File: src/rtl/nobl_sram_model_pkg.sv
// Shared types for the NoBL/ZBT SRAM responder: operation codes, the
// pipeline-stage record and the linear-burst helper.
package nobl_pkg;

    localparam int BURST_BITS = 2;
    localparam int ADDR_MAX   = 32;

    typedef enum logic [1:0] {
        OP_NOP   = 2'd0,
        OP_READ  = 2'd1,
        OP_WRITE = 2'd2
    } op_e;

    // Address is carried at a fixed maximum width; users slice the low bits.
    typedef struct packed {
        op_e                 op;
        logic [ADDR_MAX-1:0] addr;
    } stage_t;

    localparam stage_t STAGE_NOP = '{op: OP_NOP, addr: '0};

    // Low address bits of a linear burst: base plus offset, wrapping mod 4.
    function automatic logic [BURST_BITS-1:0] burst_lo(
        input logic [BURST_BITS-1:0] base_lo,
        input logic [BURST_BITS-1:0] offs
    );
        return base_lo + offs;
    endfunction

endpackage

File: src/rtl/nobl_sram_model_burst_addr.sv
// Command decode and linear burst address generator. Produces the
// {op, addr} pair the pipeline captures at the current clock edge.
//
// last_op_q  | meaning
// -----------+--------------------------------------------------
// OP_NOP     | no burst open; ADVANCE decodes as NOP
// OP_READ    | read burst open; ADVANCE reads base + offset
// OP_WRITE   | write burst open; ADVANCE writes base + offset
module nobl_burst_addr
    import nobl_pkg::*;
#(
    parameter int RAM_DEPTH = 19
) (
    input  logic                 clk,
    input  logic                 rst,
    input  logic                 cen_n_i,
    input  logic                 ld_n_i,
    input  logic                 ce1_n_i,
    input  logic                 we_n_i,
    input  logic [RAM_DEPTH-1:0] addr_i,
    output stage_t               cmd_o
);

    logic [RAM_DEPTH-1:0]  base_q, base_d;
    logic [BURST_BITS-1:0] cnt_q, cnt_d;
    op_e                   last_op_q, last_op_d;
    op_e                   cur_op;
    logic [RAM_DEPTH-1:0]  cur_addr;

    // Decode the bus command; loads restart the burst, advances step the offset.
    always_comb begin
        base_d    = base_q;
        cnt_d     = cnt_q;
        last_op_d = last_op_q;
        cur_op    = OP_NOP;
        cur_addr  = base_q;
        if (!cen_n_i) begin
            if (!ld_n_i) begin
                if (ce1_n_i) begin
                    last_op_d = OP_NOP;
                end else begin
                    cur_op    = we_n_i ? OP_READ : OP_WRITE;
                    cur_addr  = addr_i;
                    base_d    = addr_i;
                    cnt_d     = BURST_BITS'(1);
                    last_op_d = cur_op;
                end
            end else if (last_op_q != OP_NOP) begin
                cur_op   = last_op_q;
                cur_addr = {base_q[RAM_DEPTH-1:BURST_BITS],
                            burst_lo(base_q[BURST_BITS-1:0], cnt_q)};
                cnt_d    = cnt_q + BURST_BITS'(1);
            end
        end
    end

    // Burst state registers; a stall leaves everything untouched via the hold defaults.
    always_ff @(posedge clk) begin
        if (rst) begin
            base_q    <= '0;
            cnt_q     <= '0;
            last_op_q <= OP_NOP;
        end else begin
            base_q    <= base_d;
            cnt_q     <= cnt_d;
            last_op_q <= last_op_d;
        end
    end

    assign cmd_o = '{op: cur_op, addr: ADDR_MAX'(cur_addr)};

endmodule

File: config.mk
export PLATFORM = sky130hd
export DESIGN_NAME = nobl_burst_addr
export DESIGN_NICKNAME = d
export VERILOG_FILES = /design/src/rtl/nobl_sram_model_pkg.sv /design/src/rtl/nobl_sram_model_burst_addr.sv
export SDC_FILE = /design/constraint.sdc
export NUM_CORES = 1
export LEC_CHECK = 0
export CORE_ASPECT_RATIO = 0.9
export CORE_MARGIN = 2
export CORE_UTILIZATION = 39
export CTS_BUF_LIST = sky130_fd_sc_hd__clkbuf_16
export CTS_CLUSTER_SIZE = 28
export DETAILED_ROUTE_END_ITERATION = 12
export PLACE_DENSITY = 0.79
export SYNTH_ARGS = -nofsm -noshare
export SYNTH_HDL_FRONTEND = slang
export SYNTH_SLANG_ARGS = --single-unit
File: constraint.sdc
create_clock -name clk -period 2.2 [get_ports clk]
set_input_delay 0.66 -clock clk [delete_from_list [all_inputs] [get_ports clk]]
set_output_delay 0.66 -clock clk [all_outputs]
set_load 0.02 [all_outputs]
==> run summary, run 1 <==
• in -> out — Worst Setup Path Type
• 55.6 um — Die Ht
• 0.340 — share of final-layout standard cells stronger than drive strength 1
• 0 — antenna violation net count after detailed routing
• 252 — filler-free cell count of the finished design
• 1.59 ns — CP arrival
• clkbuf_16 — root buf cell
• 3410 sq um — full die area
• nand2_1 — leading cell type in the layout, fill and taps excluded
• 242 — # fillers
• 0 — quantity of hold-fixing buffers added after cts
• 0.416 — Starting Density
• 0 — antenna violations before repair
• finished with violations — run status
• 1880 sq um — Final Instance Area
• done — clock tree from TritonCTS
• -0.0496 ns — Worst Slack Setup Final
• 1096 — via count of the first global-routing pass
• 1.02 — ratio of final minimum period to clock period
• 0 — number of max-cap violations
• 0.175 — aggregate global-route resource usage
• 0 — number of pins with negative max-slew slack in the final report
• -0.913 ns — Worst Setup Slack post-DPL
• 23 — number of clock sinks
• 3020 um — total routed wirelength
• 29 — Iteration-0 DRC Markers
• 1.06 mW — total power after layout
• 0.000645 V — VDD IR max
• 2 — maximum root-to-sink buffer count
• 6 — highest fanout seen on the critical path
• 239 — final-stage net count
• 45 — count of port buffers added during placement
• 24 — Synth cell types
• 445 MHz — maximum frequency from static timing analysis
• 7.49 sq um — mean post-synth cell area
• 0.25 ns — clock insertion delay at the later pin of the skew report
• 59 — I/O pin cnt
• 4.56 — drt via density
• 0 — number of endpoints with negative hold slack in the final report
• 1150 sq um — netlist area before placement
• 0 — detailed-route DRC error count
• 2.25 ns — minimum period implied by the final worst setup slack
• nand2_1 (35), dfxtp_1 (23), nand2_2 (20), buf_4 (20), clkdlybuf4s50_1 (19) — commonest cells after routing, fill and taps aside
• 0.06 ns — clock slew seen by the registers of the worst setup and hold paths
• 23 — FF+latch count, synth
• 566 nW/um^2 — total power per unit cell area
• negative setup slack — violations in the final reports
• -0.0496 ns — setup TNS
• reg -> reg — path type of the worst min-delay path
• 1.54 ns — data required time of the critical path
• 0.496 ns — Hold Worst Slack
• 0.000339 ns — final setup skew
• input pin — startpoint class of the critical path
• 61.3 um — Die X
• yes — setup repair after global routing missed its margin
• 24 — maximum number of pins on one net before global-route repair
• output pin — element type at the critical path end
• 1 — number of H-tree levels
• 3 — CTS buffer count
• 244 — total placed cells including tap cells
• 62.9% — area overhead of the layout relative to synthesis
• 2770 sq um — core outline area
• 12.0 um — detailed-route wire length per cell
• 0.399 — sequential element share of the synthesized area
• 1 — count of endpoints failing setup in the final report
• 0 — number of warnings reported in the yosys synthesis log
• 4 — drt pass-1 iters
• 1910 um — placed wire-length estimate after detailed placement
• 0 — Overflow after GRT
• 1148 — total number of vias
• 0.844 nW — leakage power figure
• 0 — diodes inserted
• 0.678 — final core utilization
• 1680 sq um — total placed instance area
• 4690 um — global-route wire length before repair
• 154 — gate count after technology mapping
• 0.688 — final estimated routing congestion in global placement
• 18 — number of rows created at floorplan
[kinds of logic after synthesis]
family / count (synthesis) / share of synthesized area
and+or+nand+nor: 87 / 0.348
DFF: 23 / 0.399
buffers and inverters: 23 / 0.133
AOI/OAI and AO/OA: 14 / 0.0651
xor gates and xnor gates: 3 / 0.0228
muxes: 2 / 0.0174
adders and majority gates: 1 / 0.0108
other: 1 / 0.00325
[power by group]
| part | total, mW | internal (mW) | switching (mW) | leakage (nW) |
|---|---|---|---|---|
| clock network | 0.382 | 0.244 | 0.138 | 0.0409 |
| registers | 0.436 | 0.430 | 0.00608 | 0.187 |
| logic | 0.246 | 0.122 | 0.124 | 0.616 |
| total | 1.06 | 0.797 | 0.268 | 0.844 |
[repair_timing]
action | in CTS | in global routing
setup endpoints to repair | 21 | 20
buffers inserted | 1 | 1
resized for setup | 144 | 26
pin swaps | 14 | 2
cloned | 2 | 0
[registers in the layout (all words and copies together), names as in the netlist]
register / count
base_q: 19
cnt_q: 2
last_op_q: 2
[worst paths after layout]
kind                               start                      to  slack, ns  cells past startpoint
setup reg to reg   cnt_q[0]$_SDFFE_PP0P_   cnt_q[1]$_SDFFE_PP0P_       0.99                      5
hold reg to reg   base_q[1]$_SDFFE_PP0P_  base_q[1]$_SDFFE_PP0P_       0.50                      2
setup / recovery                 ce1_n_i                cmd_o[1]      -0.05                      5
hold / removal    base_q[1]$_SDFFE_PP0P_  base_q[1]$_SDFFE_PP0P_       0.50                      2
[worst max-delay path: stages]
cell and delay, ns:
buf_12 0.11, or3_4 0.44, o22ai_2 0.17, a21oi_1 0.05, buf_4 0.16
[cells in the mapped netlist]
cell type	instances	area, sq um
nand2_1	55	206
dfxtp_1	23	460
nor2b_1	17	106
buf_4	13	97.6
a21oi_1	10	50.1
nor3_1	5	25.0
nor2_1	4	15.0
buf_2	3	15.0
clkbuf_1	3	11.3
xnor2_1	3	26.3
buf_6	2	22.5
inv_1	2	7.51
mux2i_1	2	20.0
o21ai_0	2	10.0
conb_1	1	3.75
ha_1	1	12.5
nand2b_1	1	6.26
nor3b_1	1	7.51
nor4_1	1	6.26
o22a_1	1	8.76
o22ai_1	1	6.26
or3_4	1	11.3
or4_1	1	7.51
or4b_1	1	10.0
[routing by layer]
| layer | global-route usage | vias up | part of all wire |
|---|---|---|---|
| met5 | 0 | - | 0 |
| met4 | 0.0274 | 0 | 0 |
| met3 | 0.0465 | 0 | 0.073 |
| met2 | 0.310 | 39 | 0.52 |
| met1 | 0.213 | 523 | 0.41 |
| li1 | - | 586 | - |
[area by class of cell]
type,instances,area [sq um],area share
Inverter,2,7.51,0.00399
Multi-Input combinational cell,122,687,0.366
Tap cell,40,50.0,0.0266
Clock inverter,1,5.00,0.00266
Timing Repair Buffer,61,594,0.316
Sequential cell,23,460,0.245
Clock buffer,3,75.1,0.0399
Note: power is estimated with default switching activity, not from simulation.
==> run 2, diff against run 1 <==
- MAX_ROUTING_LAYER: unset -> met4
==> run summary, run 2 (synthesis gave the netlist of run 1 again) <==
• finished with violations — run status
• negative setup slack — violations in the final reports
• yes — setup repair after global routing missed its margin
• 239 — final-stage net count, unchanged
• simple AND/OR/NAND/NOR gates — kind of cell with the highest combined delay on the critical path
• 6 — highest fanout seen on the critical path, unchanged
• 1.06 mW — total power after layout, about the same
• 2 — maximum root-to-sink buffer count, unchanged
• 0.340 — share of final-layout standard cells stronger than drive strength 1, unchanged
• 3020 um — total routed wirelength, about the same
• input pin — startpoint class of the critical path
• nand2_1 (35), dfxtp_1 (23), nand2_2 (20), buf_4 (20), clkdlybuf4s50_1 (19) — commonest cells after routing, fill and taps aside
• 62.9% — area overhead of the layout relative to synthesis, unchanged
• 0 — detailed-route DRC error count, unchanged
• 566 nW/um^2 — total power per unit cell area, about the same
• buf_12 > or3_4 > o22ai_2 > a21oi_1 > buf_4 — Critical Path, Cell by Cell
• 18 — number of rows created at floorplan, unchanged
• 1095 — via count of the first global-routing pass, -0.091%
• 59 — I/O pin cnt, unchanged
• 2 — total buffers and inverters traversed by the critical path, unchanged
• 797 uW — Int Pwr, about the same
• 445 MHz — maximum frequency from static timing analysis, unchanged
• 1910 um — placed wire-length estimate after detailed placement, unchanged
• 2.25 ns — minimum period implied by the final worst setup slack, +0.000000500 ns
• reg -> reg — path type of the worst min-delay path
• 1.54 ns — data required time of the critical path, about the same
• output pin — element type at the critical path end
• 4690 um — global-route wire length before repair, unchanged
• 0.359 — share of power burned in the clock network, about the same
• 0.410 — Sequential Power Share, about the same
• in -> out — Worst Setup Path Type
• 0 — number of pins with negative max-slew slack in the final report, unchanged
• 2770 sq um — core outline area, unchanged
• -0.0496 ns — Worst Slack Setup Final, -0.000000500 ns
• 0 — number of endpoints with negative hold slack in the final report, unchanged
• 1 — count of endpoints failing setup in the final report, unchanged
• 0.252 — net switching share of the total power, about the same
• 29 — Iteration-0 DRC Markers, unchanged
• 24 — maximum number of pins on one net before global-route repair, unchanged
• base_q — largest reg by FF count
• nand2_1 — leading cell type in the layout, fill and taps excluded
• 1 — number of H-tree levels, unchanged
• 0.844 nW — leakage power figure, unchanged
• 4 — drt pass-1 iters, unchanged
• 0 — antenna violation net count after detailed routing, unchanged
• 4.56 — drt via density, unchanged
• 23 — number of clock sinks, unchanged
• 0.000645 V — VDD IR max, about the same
• 12.0 um — detailed-route wire length per cell, about the same
• base_q: 19 flops, cnt_q: 2 flops, last_op_q: 2 flops — top flop regs
• 0 — Overflow after GRT, unchanged
• 45 — count of port buffers added during placement, unchanged
• clkbuf_16 — root buf cell
• 1148 — total number of vias, unchanged
• 0.06 ns — clock slew seen by the registers of the worst setup and hold paths, about the same
• or3_4 — library cell contributing the largest single delay on the critical path
• 0 — diodes inserted, unchanged
• 0.44 ns — maximum cell stage delay along the critical path, about the same
• 61.3 um — Die X, unchanged
• 55.6 um — Die Ht, unchanged
• 268 uW — net switching component of the power, about the same
• 0.000339 ns — final setup skew, unchanged
• 19 — flip-flop count of the largest register, all copies and words added, unchanged
• 1.59 ns — CP arrival, about the same
• 0.695 — final estimated routing congestion in global placement, +1.1%
• 0 — number of max-cap violations, unchanged
• 0.25 ns — clock insertion delay at the later pin of the skew report, about the same
• 1.02 — ratio of final minimum period to clock period, about the same
• 0.180 — aggregate global-route resource usage, +0.00467
• 3410 sq um — full die area, unchanged
• 0.416 — Starting Density, unchanged
• 0.231 — relative contribution of combinational cells to total power, about the same
• 0 — antenna violations before repair, unchanged
• done — clock tree from TritonCTS
• 3 — CTS buffer count, unchanged
• 0.496 ns — Hold Worst Slack, +0.00000100 ns
==> run 2: cell counts in the layout (fill, tap and decap cells not counted) <==
Identical to the previous run, type by type.
==> run 2: cell type report <==
class | count | area [sq um]
fill | 242 | 891
timing repair buffer | 61 | 594
sequential | 23 | 460
multi-input combinational | 122 | 687
inverter | 2 | 7.51
clock inverter | 1 | 5.00
clock buffer | 3 | 75.1
tap | 40 | 50.0
==> run 2: layer usage <==
metal | routed length, um | vias to the layer above | share of wire | global-route usage
li1 | - | 586 | - | -
met1 | 1230 | 523 | 0.41 | 0.213
met2 | 1570 | 39 | 0.52 | 0.310
met3 | 224 | 0 | 0.074 | 0.0465
met4 | 0 | 0 | 0 | 0.0274
met5 | 0 | - | 0 | -
==> run 2: worst register-to-register path, delay by kind of cell, from the launching register on <==
family | cells | cell delay (ns)
and+or+nand+nor | 2 | 0.51
DFF | 1 | 0.35
buffers and inverters | 2 | 0.15
xor gates and xnor gates | 1 | 0.11
==> run 2: timing repair <==
item,4_1_cts,5_1_grt
endpoints found under the hold margin,0,0
setup buffers,1,1
setup endpoints to repair,21,20
gates cloned,2,0
hold buffers,0,0
pin swaps,14,2
gates resized for setup,144,26
==> run 2: final timing paths <==
check | from | to | slack [ns] | depth (start not counted)
max | ce1_n_i | cmd_o[1] | -0.05 | 5
max reg2reg | cnt_q[0]$_SDFFE_PP0P_ | cnt_q[1]$_SDFFE_PP0P_ | 0.99 | 5
min | base_q[1]$_SDFFE_PP0P_ | base_q[1]$_SDFFE_PP0P_ | 0.50 | 2
min reg2reg | base_q[1]$_SDFFE_PP0P_ | base_q[1]$_SDFFE_PP0P_ | 0.50 | 2
==> run 2: power groups by stage <==
stage | logic, mW | clock network (mW) | registers [mW]
2_1_floorplan | 0.124 | 0 | 0.444
3_3_place_gp | 0.217 | 0 | 0.444
3_5_place_dp | 0.221 | 0 | 0.444
4_1_cts | 0.230 | 0.386 | 0.436
5_1_grt | 0.264 | 0.408 | 0.438
6_report | 0.246 | 0.382 | 0.436
==> run 2: through the flow <==
step | worst slack [ns] | util | cells | setup TNS (ns) | cell area (sq um)
after floorplan | 0.0885 | - | 166 | 0 | 1200
after global placement | -0.885 | 0.605 | 244 | -16.95 | 1680
after detailed placement | -0.913 | 0.605 | 244 | -17.39 | 1680
after CTS | -0.0678 | 0.647 | 251 | -0.131 | 1790
after global routing | -0.0938 | 0.678 | 252 | -0.301 | 1880
final | -0.0496 | 0.678 | 252 | -0.0496 | 1880
==> run 3, diff against run 2 <==
- SLEW_MARGIN: unset -> 15
==> results of run 3 <==
Same layout as run 2: the final DEF is identical, and so are final timing and power.
